### src/rtl/addsub_pkg.sv
// Shared encodings for the adder/subtractor operand sweep sequencer.
package addsub_pkg;

  localparam int unsigned STATE_W = 2;

  localparam logic [STATE_W-1:0] IDLE    = 2'd0;
  localparam logic [STATE_W-1:0] RUN_ADD = 2'd1;
  localparam logic [STATE_W-1:0] RUN_SUB = 2'd2;
  localparam logic [STATE_W-1:0] DONE    = 2'd3;

  localparam logic CTRL_ADD = 1'b0;
  localparam logic CTRL_SUB = 1'b1;

endpackage

### src/rtl/addsub_ref_model.sv
// Combinational golden model of the 4-bit adder/subtractor (subtract is a + ~b + 1).
module addsub_ref_model
  import addsub_pkg::*;
#(
  parameter int unsigned WIDTH = 4
) (
  input  logic [WIDTH-1:0] a,
  input  logic [WIDTH-1:0] b,
  input  logic             ctrl,
  output logic [WIDTH-1:0] exp_sum_c,
  output logic             exp_cout_c
);

  localparam int unsigned SUM_W = WIDTH + 1;

  logic [SUM_W-1:0] total;

  always_comb begin
    total = '0;
    if (ctrl == CTRL_SUB) begin
      total = {1'b0, a} + {1'b0, ~b} + SUM_W'(1);
    end else begin
      total = {1'b0, a} + {1'b0, b};
    end
  end

  assign exp_sum_c  = total[WIDTH-1:0];
  assign exp_cout_c = total[WIDTH];

endmodule

### src/rtl/addsub_sweep_ctrl.sv
// Sweeps every (a,b) pair in add then subtract mode, sampling the adder at the end of each hold window.
// Optional result checker enabled by defining ADDSUB_SWEEP_CHECK_EN.
module addsub_sweep_ctrl
  import addsub_pkg::*;
#(
  parameter int unsigned WIDTH       = 4,
  parameter int unsigned HOLD_CYCLES = 10
) (
  input  logic               clk,
  input  logic               rst_n,
  input  logic               start,
  output logic [WIDTH-1:0]   a,
  output logic [WIDTH-1:0]   b,
  output logic               ctrl,
  input  logic [WIDTH-1:0]   sum,
  input  logic               cout,
  output logic               sample,
  output logic               busy,
  output logic               done,
  output logic [2*WIDTH:0]   err_cnt,
  output logic               err_flag
);

  localparam int unsigned HOLD_W = (HOLD_CYCLES > 1) ? $clog2(HOLD_CYCLES) : 1;
  localparam int unsigned ERR_W  = 2 * WIDTH + 1;

  localparam logic [HOLD_W-1:0] HOLD_LAST = HOLD_W'(HOLD_CYCLES - 1);
  localparam logic [WIDTH-1:0]  OPND_MAX  = '1;

  logic [STATE_W-1:0] state_q, state_d;
  logic [HOLD_W-1:0]  hold_q, hold_d;
  logic [WIDTH-1:0]   a_d, b_d;
  logic               ctrl_d, sample_d, busy_d, done_d;
  logic               hold_last;

  assign hold_last = (hold_q == HOLD_LAST);

  always_ff @(posedge clk or negedge rst_n) begin
    if (!rst_n) begin
      state_q <= IDLE;
      hold_q  <= '0;
      a       <= '0;
      b       <= '0;
      ctrl    <= CTRL_ADD;
      sample  <= 1'b0;
      busy    <= 1'b0;
      done    <= 1'b0;
    end else begin
      state_q <= state_d;
      hold_q  <= hold_d;
      a       <= a_d;
      b       <= b_d;
      ctrl    <= ctrl_d;
      sample  <= sample_d;
      busy    <= busy_d;
      done    <= done_d;
    end
  end

  // Next-state and registered-output logic; b steps fastest, a carries on b wrap.
  always_comb begin
    state_d  = state_q;
    hold_d   = hold_q;
    a_d      = a;
    b_d      = b;
    ctrl_d   = ctrl;
    sample_d = 1'b0;
    busy_d   = busy;
    done_d   = 1'b0;
    case (state_q)
      IDLE: begin
        if (start) begin
          state_d = RUN_ADD;
          hold_d  = '0;
          a_d     = '0;
          b_d     = '0;
          ctrl_d  = CTRL_ADD;
          busy_d  = 1'b1;
        end
      end
      RUN_ADD, RUN_SUB: begin
        if (hold_last) begin
          hold_d = '0;
          b_d    = b + WIDTH'(1);
          if (b == OPND_MAX) begin
            a_d = a + WIDTH'(1);
          end
          if ((a == OPND_MAX) && (b == OPND_MAX)) begin
            if (state_q == RUN_ADD) begin
              state_d = RUN_SUB;
              ctrl_d  = CTRL_SUB;
            end else begin
              state_d = DONE;
              busy_d  = 1'b0;
              done_d  = 1'b1;
            end
          end
        end else begin
          hold_d   = hold_q + HOLD_W'(1);
          sample_d = (hold_d == HOLD_LAST);
        end
      end
      DONE: begin
        state_d = IDLE;
      end
      default: begin
        state_d = IDLE;
        busy_d  = 1'b0;
      end
    endcase
  end

`ifdef ADDSUB_SWEEP_CHECK_EN
  localparam logic [ERR_W-1:0] ERR_MAX = '1;

  logic [WIDTH-1:0] exp_sum;
  logic             exp_cout;
  logic             mismatch;
  logic             sweep_start;
  logic [ERR_W-1:0] err_cnt_d;
  logic             err_flag_d;

  addsub_ref_model #(
    .WIDTH (WIDTH)
  ) u_ref (
    .a          (a),
    .b          (b),
    .ctrl       (ctrl),
    .exp_sum_c  (exp_sum),
    .exp_cout_c (exp_cout)
  );

  // Compare in the sample cycle; the count updates on the capturing edge.
  always_comb begin
    sweep_start = (state_q == IDLE) && start;
    mismatch    = busy && hold_last && ((sum != exp_sum) || (cout != exp_cout));
    err_cnt_d   = err_cnt;
    err_flag_d  = err_flag;
    if (sweep_start) begin
      err_cnt_d  = '0;
      err_flag_d = 1'b0;
    end else if (mismatch) begin
      err_flag_d = 1'b1;
      if (err_cnt != ERR_MAX) begin
        err_cnt_d = err_cnt + ERR_W'(1);
      end
    end
  end

  always_ff @(posedge clk or negedge rst_n) begin
    if (!rst_n) begin
      err_cnt  <= '0;
      err_flag <= 1'b0;
    end else begin
      err_cnt  <= err_cnt_d;
      err_flag <= err_flag_d;
    end
  end
`else
  logic unused_adder_result;
  assign unused_adder_result = ^{sum, cout};
  assign err_cnt  = '0;
  assign err_flag = 1'b0;
`endif

endmodule

### config.mk
export PLATFORM = sky130hd
export DESIGN_NAME = addsub_sweep_ctrl
export DESIGN_NICKNAME = d
export VERILOG_FILES = /design/src/rtl/addsub_pkg.sv /design/src/rtl/addsub_ref_model.sv /design/src/rtl/addsub_sweep_ctrl.sv
export SDC_FILE = /design/constraint.sdc
export NUM_CORES = 1
export LEC_CHECK = 0
export CELL_PAD_IN_SITES_DETAIL_PLACEMENT = 2
export CELL_PAD_IN_SITES_GLOBAL_PLACEMENT = 2
export CORE_MARGIN = 10
export CORE_UTILIZATION = 28
export DETAILED_ROUTE_END_ITERATION = 10
export HOLD_SLACK_MARGIN = 0.1
export PLACE_DENSITY_LB_ADDON = 0.1
export SLEW_MARGIN = 15
export SYNTH_ARGS = -nofsm -noshare
export SYNTH_HDL_FRONTEND = slang
export SYNTH_SLANG_ARGS = --single-unit
### constraint.sdc
create_clock -name clk -period 2.05 [get_ports clk]
set_input_delay 0.41 -clock clk [delete_from_list [all_inputs] [get_ports clk]]
set_output_delay 0.41 -clock clk [all_outputs]
set_load 0.02 [all_outputs]
Yosys cells after proc, flatten, opt, wreduce, memory -nomap -nowiden --
Index checks and enable logic that the tools add are counted.
Storage, ports and cells: register bits after elaboration 18, input port bits 8, output and inout bits 22, logic and storage cells 63
Cells by class: add/subtract/negate cells 3, equal/unequal tests 13, muxes and demuxes 29, reductions and logical operators 10
Operator list (number):
- $pmux 4 s2 | 3
- $mux 4 | 5
- $eq 4x4->1 const B | 4
- $mux 1 | 15
- $add 4x1->4 const B | 3
- $ne 2x2->1 const B | 6
- $reduce_and 5->1 | 2
- $mux 2 | 3
- $pmux 2 s3 | 1
- $reduce_and 3->1 | 2
- $eq 2x2->1 const B | 2
- $pmux 1 s2 | 2
- $reduce_and 4->1 | 1
- $eq 2x1->1 const B | 1
- $logic_not 2->1 | 1
- $reduce_and 2->1 | 1
- $reduce_bool 2->1 | 1
- $reduce_or 2->1 | 1
- $logic_and 1x1->1 | 1

Longest topological paths before layout --
Gate-level depths: netlist (run 1).
word-level depth 5, mapped depth 7, depth with buffers taken out 6

Worst setup path before layout (run 1) --
No wires, ideal clock.
kind register -> register, start point register b[0], end point register busy, library setup time 0.126 ns, data arrival time 1.658 ns, data required time 1.924 ns, path slack 0.266 ns, stages on the path, launching flop included 6, path buffers 1, period minus slack after synthesis 1.784 ns, path through dfrtp_1 -> ha_1 -> nand4_1 -> or3_1 -> clkbuf_1 -> o32a_1
On the way: longest elaborated chain between the ends 4
RTL lines:
- start, declared | line addsub_sweep_ctrl.sv:13 | output logic [WIDTH-1:0] b,
- start signal, assigned | line addsub_sweep_ctrl.sv:43 | b <= '0;
- start signal, assigned | line addsub_sweep_ctrl.sv:52 | b <= b_d;
- $eq 4x4->1 | line addsub_sweep_ctrl.sv:88 | if ((a == OPND_MAX) && (b == OPND_MAX)) begin
- $logic_and 1x1->1 | line addsub_sweep_ctrl.sv:88
- $ne 2x2->1 (no line)
- $reduce_and 5->1 (no line)
- end signal, assigned | line addsub_sweep_ctrl.sv:55 | busy <= busy_d;
- end, declared | line addsub_sweep_ctrl.sv:18 | output logic busy,
Every way passes these cells. A chain may end at the register's enable or synchronous reset.

Worst setup path in the final report (run 1) --
start point register b[2], end point output b[2]
No word-level cell between the ends.

==> impl_metrics.json, run 1 <==
{
  "run_status": "finished clean",
  "rsz0062_at_grt": "no",
  "synth_edf_count": 0,
  "nFillCells": 431,
  "power.density_nw_per_um2": 476,
  "cts-resized-gates": 0,
  "rr_worst_depth": 5,
  "syn_avg_cell_area_um2": 9.35,
  "seqCellArea_um2": 450,
  "yosysTopAreaCell": "dfrtp_1",
  "yosysSeqAreaShare_pct": 41.2,
  "clockBufferDepth": 2,
  "hold_violations": 0,
  "dieHeight_um": 82.5,
  "cts_tree": "yes",
  "crit_end": "b[2]",
  "worstPathCellList": "clkdlybuf4s50_1",
  "start_kind": "register",
  "multiInputGateArea_um2": 568,
  "fin_worst_skew_ps": 5.72,
  "irDropWorstVdd_uv": 362,
  "setup_violations": 0,
  "core_um2": 3720,
  "r2r_end": "a[3]",
  "cts_setup_buffers": 0,
  "syn_inst": 117,
  "p_leak_nw": 0.586,
  "cp.arrival_ps": 1420,
  "synth_xor_area_share_pct": 1.60,
  "yosysTopAreaCellShare_pct": 41.2,
  "period_needed_ps": 1830,
  "final_nets": 155,
  "numCtsBuffers": 3,
  "crit_cells": 1,
  "cts.htree.levels": 1,
  "root_buffer": "clkbuf_8",
  "grt.total_usage_pct": 9.62,
  "final.setup.worst_slack_ps": 220,
  "crit_path_top_delay_cell": "clkdlybuf4s50_1",
  "clkSinkCount": 18,
  "grt_max_degree": 19,
  "insertion_delay_ps": 260,
  "synth-simple-area-share_pct": 17.6,
  "dr.first_iter.drc_count": 32,
  "ys_types": 33,
  "cp_top_family": "buffers and inverters",
  "synth_compound_area_share_pct": 17.4,
  "floorplan.die.width_um": 82.5,
  "grt_pass1_wl_um": 4950,
  "drive_gt1_share_pct": 9.49,
  "synthMuxAreaShare_pct": 2.75,
  "synth-seq-cells": 18,
  "wl_per_cell_um": 16.2,
  "avgViaCountPerCell": 4.92,
  "max_stage_delay_ps": 670,
  "dieArea_um2": 6810,
  "drc_errors": 0,
  "post-place-ws_ps": 111,
  "antenna_found_initial": 0,
  "io_buffers": 14,
  "cap_viol_max_count": 0,
  "ys.flop_type": "dfrtp_1",
  "crit_type": "reg2out",
  "drt-total-wl_um": 2990,
  "synth_top_family_by_area": "simple AND/OR/NAND/NOR gates",
  "cp-startpoint": "b[2]",
  "start_util_pct": 29.4,
  "worst-r2r-setup-slack_ps": 240,
  "hold_buffers": 0,
  "dr.pass1.iters": 4,
  "routed-via-count": 911,
  "end_kind": "primary output",
  "period_share_pct": 89.3,
  "drv_slew": 0,
  "crit_buf_inv": 1,
  "rows": 22,
  "max_freq_mhz": 546,
  "ant_nets": 0,
  "path_max_fanout": 8,
  "synthAdderAreaFrac_pct": 9.15,
  "required_ps": 1640,
  "hp-class": "reg2reg",
  "dpl.hpwl_um": 2360,
  "synthArstFlopShare_pct": 100,
  "n_antenna_cell": 0,
  "cts.reportedPaths.clkPinSlew_ps": 70,
  "synth_warnings": 0,
  "setup_tns_ps": 0,
  "grt-ovfl-total": 0,
  "ios": 30,
  "post-route-util_pct": 35.9,
  "reg2reg_from": "b[0]",
  "gp_congestion": 0.701,
  "grt_pass1_vias": 1003,
  "synth_area_leaders": "dfrtp_1 41%, ha_1 9.2%, buf_4 6.9%, nand2_1 4.5%, o21ai_0 4.1%",
  "syn_area_um2": 1090,
  "syn2layout_area_growth_pct": 22.1
}
==> worst min path at each step <==
stage | startpoint | endpoint | slack [ps] | depth (start not counted)
after floorplan | rst_n | a[0] | 110 | 0
final | busy | busy | 500 | 1
after CTS | busy | busy | 510 | 1
after detailed placement | busy | busy | 500 | 1
after global routing | rst_n | a[2] | 530 | 2
after global placement | busy | busy | 480 | 1
==> Yosys cell counts, types with 2 or more instances <==
cell type / n
a22o_1: 3
nand3_1: 5
buf_4: 10
nand2_1: 13
inv_1: 6
clkbuf_1: 3
a21o_2: 2
a21oi_1: 4
mux2i_1: 3
o31ai_1: 3
ha_1: 8
dfrtp_1: 18
nor3_1: 3
nor2_1: 7
o21ai_0: 9
nand4_1: 3
==> state kept, by name, summed over array words and instances (netlist names) <==
name     flops
a            4
b            4
hold_q       4
state_q      2
busy         1
ctrl         1
done         1
sample       1
==> layout by cell type (no fill, tap or decap), drive strengths merged <==
cell type,n
a21o,3
nand3,5
o41ai,1
clkdlybuf4s50,14
nand3b,1
buf,7
or4,1
or3,1
a22o,3
nand4,3
nor2,7
a2111oi,1
o31ai,3
or2,1
conb,10
dfrtp,18
nor3,3
xnor2,1
xor2,1
clkbuf,3
mux2i,3
nand2b,1
nor4,1
a211oi,1
o21ai,9
o22a,1
o32a,1
nor2b,1
ha,8
a21oi,4
a21boi,1
nand2,13
inv,6
==> worst register-to-register path, cell delays in order (launching register included) <==
cell and delay (ps):
dfrtp_1 420, ha_1 260, nand3_1 140, or2_1 290, or4_1 480, a21boi_1 150
==> cells by family after synthesis <==
| group | count (synthesis) |
|---|---|
| other | 1 |
| AO/OA/AOI/OAI | 28 |
| adder cells (fa/ha/maj) | 8 |
| XOR/XNOR | 2 |
| AND/OR/NAND/NOR | 38 |
| flip-flops | 18 |
| multiplexers | 3 |
| buffers and inverters | 19 |
==> metrics by stage <==
step	hold WS (ps)	total power, mW	instances	area (µm²)
floorplan	114	0.393	126	1130
global placement	485	0.392	182	1290
detailed placement	495	0.392	182	1290
CTS	511	0.648	185	1340
global route	531	0.674	185	1340
finish	505	0.635	185	1340
==> area by class of cell <==
class                   instances  share of cell area (%)
clock buffers                   3                    3.09
multi-input cells              89                    42.5
repair buffers                 21                    14.4
inverters                       6                    1.69
well taps                      48                    4.50
flip-flops and latches         18                    33.7
==> where the power goes <==
| group | total [mW] | internal, mW | switching [mW] |
|---|---|---|---|
| sequential | 0.355 | 0.355 | 0 |
| combinational | 0.0305 | 0.00494 | 0.0256 |
| clock | 0.249 | 0.131 | 0.119 |
==> per-layer routing <==
metal	GRT usage, %	share of wire (%)
met1	10.6	42
met2	16.5	50
met3	4.00	6.9
met4	3.01	1.3
met5	0	0
No activity file was read; power rests on OpenSTA's default activity.
==> inputs of run 2 (changes only) <==
--- a/config.mk
+++ b/config.mk
@@ -7,7 +7,7 @@
 export LEC_CHECK = 0
 export CELL_PAD_IN_SITES_DETAIL_PLACEMENT = 2
 export CELL_PAD_IN_SITES_GLOBAL_PLACEMENT = 2
-export CORE_MARGIN = 10
+export CORE_MARGIN = 4
 export CORE_UTILIZATION = 28
 export DETAILED_ROUTE_END_ITERATION = 10
 export HOLD_SLACK_MARGIN = 0.1
==> run 2 against run 1 <==
Effect of this change:
- hold slack worse by 6.9 ps
- combinational power fell by 2%
- via count down 0.66%
- clock-buffer cell count stayed put
- non-clock buffer count decreased by 1
- sequential share of layout area up 0.16 points
- worst setup slack better by 1.4 ps
- global-route usage rose by 2.5 points
- design area decreased by 0.47%
- fmax about the same
- critical endpoint unchanged
- largest power group unchanged
==> impl_metrics.json, run 2 (synthesis results as in run 1) <==
{
  "grt_max_degree": 19,
  "core_um2": 3720,
  "grt.total_usage_pct": 12.2,
  "clkPwrFrac_pct": 39.1,
  "insertion_delay_ps": 250,
  "start_kind": "register",
  "dpl.hpwl_um": 2140,
  "dr.pass1.iters": 4,
  "cp-startpoint": "b[2]",
  "n_antenna_cell": 0,
  "drv_slew": 0,
  "p_leak_nw": 0.581,
  "reg_top3": "a: 4 flops, b: 4 flops, hold_q: 4 flops",
  "reg2reg_from": "b[0]",
  "rsz0062_at_grt": "no",
  "antenna_found_initial": 0,
  "finalInstanceArea_um2": 1330,
  "cap_viol_max_count": 0,
  "max_stage_delay_ps": 670,
  "max_freq_mhz": 547,
  "clockBufferDepth": 2,
  "io_buffers": 14,
  "final_nets": 154,
  "placed_cell_area_um2": 1290,
  "dr.first_iter.drc_count": 13,
  "crit_buf_inv": 1,
  "irDropWorstVdd_uv": 192,
  "crit_type": "reg2out",
  "wl_per_cell_um": 15.1,
  "rows": 22,
  "dp.cells": 181,
  "setup_violations": 0,
  "grt_pass1_vias": 983,
  "instances_no_fill": 184,
  "layout_common_cells": "18 x dfrtp_1, 14 x clkdlybuf4s50_1, 13 x nand2_1",
  "drt-total-wl_um": 2770,
  "comb_power_share_pct": 4.7,
  "hold_violations": 0,
  "crit_path_top_delay_cell": "clkdlybuf4s50_1",
  "power.density_nw_per_um2": 476,
  "cts_setup_buffers": 0,
  "hold_ws_ps": 498,
  "end_kind": "primary output",
  "cts_tree": "yes",
  "start_util_pct": 29.4,
  "dieHeight_um": 70.5,
  "run_status": "finished clean",
  "period_share_pct": 89.2,
  "dieArea_um2": 4970,
  "seqPwrFrac_pct": 56.2,
  "fin_worst_skew_ps": 5.32,
  "ant_nets": 0,
  "numCtsBuffers": 3,
  "post-route-util_pct": 35.8,
  "cts.htree.levels": 1,
  "clkSinkCount": 18,
  "ios": 30,
  "avgViaCountPerCell": 4.92,
  "routed-via-count": 905,
  "setup_tns_ps": 0,
  "gp_congestion": 0.705,
  "hold_buffers": 0,
  "cp_top_family": "buffers and inverters",
  "hp-class": "in2async",
  "drive_gt1_share_pct": 8.82,
  "syn2layout_area_growth_pct": 21.5,
  "grt_pass1_wl_um": 4820,
  "cp.arrival_ps": 1420,
  "path_max_fanout": 8,
  "drc_errors": 0,
  "p_int_mw": 0.490,
  "swShare_pct": 22.4,
  "floorplan.die.width_um": 70.5,
  "worstPathCellList": "clkdlybuf4s50_1",
  "power_switching_mw": 0.142,
  "root_buffer": "clkbuf_8",
  "cts.reportedPaths.clkPinSlew_ps": 70,
  "required_ps": 1640,
  "nFillCells": 437,
  "mostFrequentLayoutCell": "dfrtp_1",
  "period_needed_ps": 1830,
  "grt-ovfl-total": 0
}
==> run 2: routing by layer <==
layer,share of wire [%],global-route usage (%)
met2,48,20.5
met1,49,15.2
met5,0,0
met4,0.65,4.47
met3,2.2,2.30
==> run 2: power by group through the flow <==
stage                     sequential [mW]  clock, mW  combinational [mW]
after floorplan                     0.362          0              0.0308
after global placement              0.362          0              0.0300
after detailed placement            0.362          0              0.0301
after CTS                           0.355      0.269              0.0303
after global routing                0.355      0.274              0.0328
final                               0.355      0.247              0.0299
==> run 2: cell type report <==
class	count	area, µm²	share of cell area [%]
clock buffers	3	41.3	3.11
well taps	48	60.1	4.52
repair buffers	20	185	13.9
flip-flops and latches	18	450	33.9
inverters	6	22.5	1.69
multi-input cells	89	569	42.8
==> run 2: worst paths after layout <==
| check | end | slack (ps) | cells past startpoint |
|---|---|---|---|
| setup / recovery | b[2] | 220 | 1 |
| hold / removal | state_q[1] | 500 | 2 |
| setup reg to reg | busy | 230 | 4 |
| hold reg to reg | busy | 500 | 1 |
| max in group asynchronous | state_q[0] | 1350 | 2 |
| min in group clk | busy | 500 | 1 |
==> run 2: timing repair <==
item / CTS / global route
endpoints found under the setup margin: 0 / 1
gates resized for setup: 0 / 1
endpoints found under the hold margin: 0 / 0
==> run 2: metrics by stage <==
step / power [mW] / setup slack, ps
5_1_grt: 0.661 / 28.1
2_1_floorplan: 0.393 / 266
6_report: 0.632 / 221
3_3_place_gp: 0.392 / 159
3_5_place_dp: 0.392 / 143
4_1_cts: 0.654 / 208
==> inputs of run 3 (changes only) <==
--- a/config.mk
+++ b/config.mk
@@ -11,7 +11,7 @@
 export CORE_UTILIZATION = 28
 export DETAILED_ROUTE_END_ITERATION = 10
 export HOLD_SLACK_MARGIN = 0.1
-export PLACE_DENSITY_LB_ADDON = 0.1
+export PLACE_DENSITY = 0.84
 export SLEW_MARGIN = 15
 export SYNTH_ARGS = -nofsm -noshare
 export SYNTH_HDL_FRONTEND = slang
==> run 3 against run 2 <==
Effect of this change:
- largest power group unchanged
- global-route usage grew 0.87 points
- design area grew 1.3%
- register-to-register slack lost 80 ps
- sequential share of layout area shrank 0.44 points
- first-iteration DRC count grew 31%
- combinational power is essentially flat
- via count grew 2.0%
- flip-flop and latch count is the same
- sequential power is essentially flat
==> impl_metrics.json, run 3 (synthesis results as in run 1) <==
{
  "grt_pass1_vias": 1047,
  "dr.pass1.iters": 4,
  "layout_common_cells": "18 x dfrtp_1, 14 x clkdlybuf4s50_1, 13 x nand2_1",
  "wl_met1_um": 1340,
  "wl_per_cell_um": 15.7,
  "met3_length_um": 66,
  "clockBufferDepth": 2,
  "syn2layout_area_growth_pct": 23.1,
  "final_nets": 154,
  "swShare_pct": 21.9,
  "grt-ovfl-total": 0,
  "seqCellArea_um2": 450,
  "setup_violations": 0,
  "drc_errors": 0,
  "path_max_fanout": 10,
  "cp.arrival_ps": 2080,
  "setup_tns_ps": 0,
  "max_freq_mhz": 526,
  "ios": 30,
  "power.density_nw_per_um2": 505,
  "dpl.hpwl_um": 2150,
  "ant_nets": 0,
  "grt_pass1_wl_um": 5160,
  "dieHeight_um": 70.5,
  "hp-class": "in2async",
  "cts.reportedPaths.clkPinSlew_ps": 70,
  "avgViaCountPerCell": 4.99,
  "hold_buffers": 0,
  "seqPwrFrac_pct": 52.2,
  "drive_gt1_share_pct": 10.9,
  "numCtsBuffers": 3,
  "post-route-util_pct": 36.2,
  "dr.first_iter.drc_count": 17,
  "p_leak_nw": 0.588,
  "cts.htree.levels": 1,
  "period_share_pct": 92.7,
  "root_buffer": "clkbuf_8",
  "reg_top3": "a: 4 flops, b: 4 flops, hold_q: 4 flops",
  "floorplan.die.width_um": 70.5,
  "crit_type": "reg2reg",
  "required_ps": 2230,
  "cts_tree": "yes",
  "comb_power_share_pct": 4.4,
  "io_buffers": 14,
  "period_needed_ps": 1900,
  "drv_slew": 0,
  "multiInputGateArea_um2": 573,
  "cts_setup_buffers": 0,
  "grt_max_degree": 19,
  "instances_no_fill": 185,
  "dp.cells": 181,
  "clkPwrFrac_pct": 43.4,
  "start_util_pct": 29.4,
  "nFillCells": 420,
  "end_kind": "register",
  "n_antenna_cell": 0,
  "p_int_mw": 0.531,
  "top_layer": "met4",
  "mostFrequentLayoutCell": "dfrtp_1",
  "rsz0062_at_grt": "no",
  "insertion_delay_ps": 260,
  "hold_violations": 0,
  "core_um2": 3720,
  "routed-via-count": 923,
  "cap_viol_max_count": 0,
  "rows": 22,
  "gp_congestion": 0.744,
  "run_status": "finished clean",
  "dieArea_um2": 4970,
  "irDropWorstVdd_uv": 297,
  "drt-total-wl_um": 2900,
  "dr_wl_met2_um": 1460,
  "fin_worst_skew_ps": 5.28,
  "grt.total_usage_pct": 13.0,
  "antenna_found_initial": 0,
  "start_kind": "register",
  "clkSinkCount": 18,
  "power_switching_mw": 0.149
}
-- run 3: cell types whose count changed in the layout (fill, tap and decap cells not counted) --
cell       change
or2_4          +1
ha_1           -1
a2111oi_1      -1
or2_1          -1
ha_2           +1
clkbuf_8       +1
a2111oi_0      +1
-- run 3: area by class of cell --
cell class                      count  share of cell area (%)
Multi-Input combinational cell     89                    42.6
Sequential cell                    18                    33.5
Timing Repair Buffer               20                    13.8
Tap cell                           48                    4.46
Clock buffer                        4                    4.09
Inverter                            6                    1.67
-- run 3: path summary, 6_finish.rpt --
| check | cells past startpoint | end | startpoint | slack (ps) |
|---|---|---|---|---|
| max | 6 | a[3] | hold_q[1] | 150 |
| min reg2reg | 1 | busy | busy | 520 |
| min | 2 | ctrl | rst_n | 480 |
| max reg2reg | 6 | a[3] | hold_q[1] | 150 |
| min in group clk | 1 | busy | busy | 520 |
| max in group asynchronous | 2 | hold_q[1] | rst_n | 1350 |
-- run 3: repair_timing --
action | in CTS | in global routing
resized for setup | 0 | 2
endpoints found under the setup margin | 0 | 1
endpoints found under the hold margin | 0 | 0
-- run 3: per-layer routing --
layer  vias to the layer above  track usage (%)
li1                        439                -
met1                       460             16.2
met2                        20             22.2
met3                         4             1.73
met4                         0             5.53
met5                         -                0
-- run 3: power by group through the flow --
stage | Combinational (mW) | Clock, mW | Sequential [mW]
floorplan | 0.0308 | 0 | 0.362
global placement | 0.0294 | 0 | 0.362
detailed placement | 0.0296 | 0 | 0.362
CTS | 0.0299 | 0.304 | 0.355
global route | 0.0332 | 0.324 | 0.355
finish | 0.0297 | 0.295 | 0.355
-- run 3: worst max-delay path, stage by stage, from the launching register on --
cell and delay [ps]:
dfrtp_1 430, inv_1 100, ha_1 210, nand3b_4 160, or2_4 290, or4_1 480
a21boi_1 170
-- run 3: per-stage QoR --
| stage | power, mW | setup WS (ps) | cell area (µm²) | hold WS [ps] |
|---|---|---|---|---|
| after CTS | 0.689 | 113 | 1340 | 496 |
| after detailed placement | 0.391 | 64.1 | 1290 | 506 |
| after global routing | 0.712 | 20.3 | 1350 | 514 |
| final | 0.679 | 150 | 1350 | 484 |
| after global placement | 0.391 | 133 | 1290 | 485 |
| after floorplan | 0.393 | 266 | 1130 | 114 |
==> RTL edit 1: new RTL, config.mk and constraints of run 3 <==
Set the parameter `WIDTH` to 6 (it was 4).
--- a/src/rtl/addsub_sweep_ctrl.sv
+++ b/src/rtl/addsub_sweep_ctrl.sv
@@ -4,5 +4,5 @@
   import addsub_pkg::*;
 #(
-  parameter int unsigned WIDTH       = 4,
+  parameter int unsigned WIDTH       = 6,
   parameter int unsigned HOLD_CYCLES = 10
 ) (
Ports: changed (resized a, b, err_cnt and sum); port bits go from 30 to 40. The function was not compared with the original's and may differ.
==> RTL edit 1 against run 3 <==
Maximum frequency down 0.35%. Area after synthesis up 32%. Power rose to 3.5 times the old value. Setup slack worse by 0.0067 ns. Routed wire length up 46%. Sequential cell count up 4. Count of clock-buffer cells in the layout unchanged. Critical path depth unchanged. Final area up 33%. Critical path type unchanged.
==> RTL edit 1: results (changes against run 3) <==
metric,value,unit,change
status,"complete, no violations",,unchanged
Critical Path AT,2.10,ns,was 2.08 ns
leading cell types by count after synthesis,"22 x dfrtp_1, 16 x buf_4, 14 x nand2_1",,"was 18 x dfrtp_1, 13 x nand2_1, 10 x buf_4"
vias in the first global route,1371,,was 1047
Leakage,0.794,nW,was 0.588 nW
"CTS clk-pin slew, worst paths",0.09,ns,was 0.07 ns
Area contributors post-synth,"dfrtp_1 38%, buf_4 8.3%, ha_1 7.8%, nand3_1 3.8%, nand2_1 3.6%",,"was dfrtp_1 41%, ha_1 9.2%, buf_4 6.9%, nand2_1 4.5%, o21ai_0 4.1%"
pin count of the biggest net entering global routing,23,,was 19
via count,1255,,was 923
first-pass GRT wire length,6930,um,was 5160 um
placed instance area,1690,um2,was 1290 um2
Unique masters post-synth,45,,was 33
gpl congestion,0.791,,was 0.744
VDD IR max,0.000684,V,was 0.000297 V
crit path max fanout,6,,was 10
met3 WL,127,um,was 66 um
Fillers,541,,was 420
met1 WL,1920,um,was 1340 um
initial DRC count,62,,was 17
Post-DP HPWL,3390,um,was 2150 um
cell count after synthesis,155,,was 117
All-Layer GR Usage,14.4,%,was 13.0%
IO buf count,18,,was 14
placed cell count,243,,was 181
Clock Skew,0.00677,ns,was 0.00528 ns
GRT met2 Usage,26.3,%,was 22.2%
top flop regs,"a: 6 flops, b: 6 flops, hold_q: 4 flops",,"was a: 4 flops, b: 4 flops, hold_q: 4 flops"
RTL edit 1: cell families after synthesis:
family | count (synthesis) | share of synthesized area (%)
muxes | 4 | 2.78
adders and majority gates | 9 | 7.82
other | 1 | 0.260
xor gates and xnor gates | 2 | 1.22
AOI/OAI and AO/OA | 35 | 17.3
and+or+nand+nor | 57 | 21.6
buffers and inverters | 25 | 10.8
DFF | 22 | 38.2
RTL edit 1: stage by stage:
step           hold WS [ns]  utilization, %  total power, W  worst slack (ns)
6_report              0.496            37.1         0.00239             0.143
5_1_grt               0.511            37.1         0.00259            0.0137
4_1_cts               0.505            35.9         0.00234            0.0197
3_5_place_dp          0.492            34.8         0.00201            0.0577
3_3_place_gp          0.478            34.8         0.00189             0.131
2_1_floorplan         0.114               -         0.00152             0.202
RTL edit 1: cell type report:
class / count / area share [%]
multi-input combinational: 121 / 45.8
tap: 67 / 4.67
clock buffer: 4 / 3.06
inverter: 6 / 1.25
timing repair buffer: 29 / 14.6
sequential: 22 / 30.6
RTL edit 1: what timing repair did:
action                                  in CTS  in global routing
buffers inserted                             0                  2
endpoints found under the hold margin        0                  0
endpoints found under the setup margin       0                  8
gates resized for setup                      0                  7
RTL edit 1: power by group:
part | internal, W | leakage [nW] | switching [W] | total (W)
Clock | 0.000171 | 0.0288 | 0.000147 | 0.000319
Sequential | 0.000566 | 0.278 | 0.000165 | 0.000731
Combinational | 0.000604 | 0.487 | 0.000740 | 0.00134
Total | 0.00134 | 0.794 | 0.00105 | 0.00239
RTL edit 1: worst paths after layout:
path	start	end	slack, ns	cells after the start
max	hold_q[1]	a[4]	0.14	6
min	rst_n	done	0.50	2
max reg2reg	hold_q[1]	a[4]	0.14	6
min reg2reg	busy	busy	0.52	1
max in group asynchronous	rst_n	b[5]	1.32	2
min in group clk	busy	busy	0.52	1
==> RTL edit 2: new RTL, flow settings as in run 3 <==
Made on the original files. Take the reset off `hold_q` and load it in a clocked block of its own.
--- a/src/rtl/addsub_sweep_ctrl.sv
+++ b/src/rtl/addsub_sweep_ctrl.sv
@@ -39,5 +39,4 @@
     if (!rst_n) begin
       state_q <= IDLE;
-      hold_q  <= '0;
       a       <= '0;
       b       <= '0;
@@ -48,5 +47,4 @@
     end else begin
       state_q <= state_d;
-      hold_q  <= hold_d;
       a       <= a_d;
       b       <= b_d;
@@ -56,4 +54,8 @@
       done    <= done_d;
     end
+  end
+
+  always_ff @(posedge clk) begin
+    hold_q <= hold_d;
   end
 
Behaviour: same outputs for any inputs over 10 cycles, from zero or initial values and one cycle with rst_n low; that may be too few to reach the edited logic, so the function may still have changed.
==> RTL edit 2 against run 3 <==
Area after synthesis grew 2.9%. Global-route usage fell by 1.4 points. Final area is 0.19% lower. Critical path depth did not move. Maximum frequency grew 0.61%. First-iteration DRC count grew 110%. Sequential cell count is the same. Routed wire length down 4.7%. Worst hold slack improved by 0.023 ns. Count of clock-buffer cells in the layout shrank 1. Setup slack gained 0.012 ns. Synthesized cell count up 1.7%. Critical path type unchanged.
Power is not compared: it rests on default switching activity, and its combinational part moved more than twofold at a synthesized area within 25%.
==> RTL edit 2: results (changes against run 3) <==
metric,value,unit,change
Async SR Flop Fraction,77.8,%,was 100%
Clock Skew,0.00304,ns,was 0.00528 ns
Area contributors post-synth,"dfrtp_1 31%, edfxtp_1 11%, ha_1 8.9%, buf_4 7.3%, nor2_1 4.7%",,"was dfrtp_1 41%, ha_1 9.2%, buf_4 6.9%, nand2_1 4.5%, o21ai_0 4.1%"
Post-DP HPWL,2110,um,was 2150 um
vias in the first global route,974,,was 1047
share of cells above drive strength 1,7.30,%,was 10.9%
Critical Path AT,2.03,ns,was 2.08 ns
wire per inst,14.9,um,was 15.7 um
cell count after synthesis,119,,was 117
"CTS clk-pin slew, worst paths",0.07,ns,about the same
Leakage,0.594,nW,
gpl congestion,0.807,,was 0.744
Worst path max stage delay,0.42,ns,was 0.48 ns
status,"complete, no violations",,unchanged
leading cell types by count after synthesis,"14 x dfrtp_1, 14 x nor2_1, 11 x buf_4",,"was 18 x dfrtp_1, 13 x nand2_1, 10 x buf_4"
placed instance area,1300,um2,was 1290 um2
DR vias/cell,4.74,,was 4.99
final WL,2770,um,was 2900 um
Critical-path top delay cell,dfrtp_1,,was or4_1
first-pass GRT wire length,4790,um,was 5160 um
initial DRC count,36,,was 17
Post-synth EDFFs,4,,was 0
"Seq/Total Area, Yosys",41.8,%,was 41.2%
worst hold path type,reg -> reg,,was in -> async
pin count of the biggest net entering global routing,22,,was 19
All-Layer GR Usage,11.6,%,was 13.0%
Slew @ Worst Pin,0.676,ns,
Unique masters post-synth,32,,was 33
Fillers,432,,was 420
pre-CTS setup slack,0.121,ns,was 0.0641 ns
crit path max fanout,8,,was 10
RTL edit 2: report_power, final:
part / switching [W] / internal (W)
sequential: 0.000114 / 0.000488
combinational: 0.000435 / 0.000319
clock: 0.000123 / 0.000133
total: 0.000672 / 0.000940
RTL edit 2: layer usage:
metal	GRT usage, %	part of all wire, %
met1	14.6	45
met2	20.5	52
met3	0.982	1.8
met4	4.38	1.0
met5	0	0
RTL edit 2: final timing paths:
| path | start | endpoint | slack, ns | cells past startpoint |
|---|---|---|---|---|
| max | state_q[0] | b[2] | 0.16 | 6 |
| min | ctrl | ctrl | 0.51 | 2 |
| max reg2reg | state_q[0] | b[2] | 0.16 | 6 |
| min reg2reg | ctrl | ctrl | 0.51 | 2 |
| max in group asynchronous | rst_n | state_q[0] | 1.05 | 1 |
| min in group asynchronous | rst_n | b[1] | 0.56 | 1 |
RTL edit 2: worst reg2reg max path: cells and delay by family (launching register included):
family                   cells  cell delay (ns)
AND/OR/NAND/NOR              2             0.48
multiplexers                 1             0.27
adder cells (fa/ha/maj)      1             0.35
flip-flops                   1             0.42
buffers and inverters        1             0.11
AO/OA/AOI/OAI                1             0.17
RTL edit 2: layout make-up:
class,count,share of cell area (%)
Multi-Input combinational cell,92,43.1
Sequential cell,18,35.0
Timing Repair Buffer,18,12.7
Tap cell,48,4.47
Clock buffer,3,3.07
Inverter,5,1.40
Clock inverter,1,0.279
RTL edit 2: cells by family (layout without fill, tap and decap cells):
family / count (synthesis) / after routing / share of synthesized area (%)
DFF: 18 / 18 / 41.8
buffers and inverters: 18 / 27 / 9.68
AOI/OAI and AO/OA: 17 / 17 / 10.2
xor gates and xnor gates: 3 / 3 / 2.34
other: 1 / 10 / 0.333
adders and majority gates: 8 / 8 / 8.90
muxes: 3 / 3 / 3.23
and+or+nand+nor: 51 / 51 / 23.5
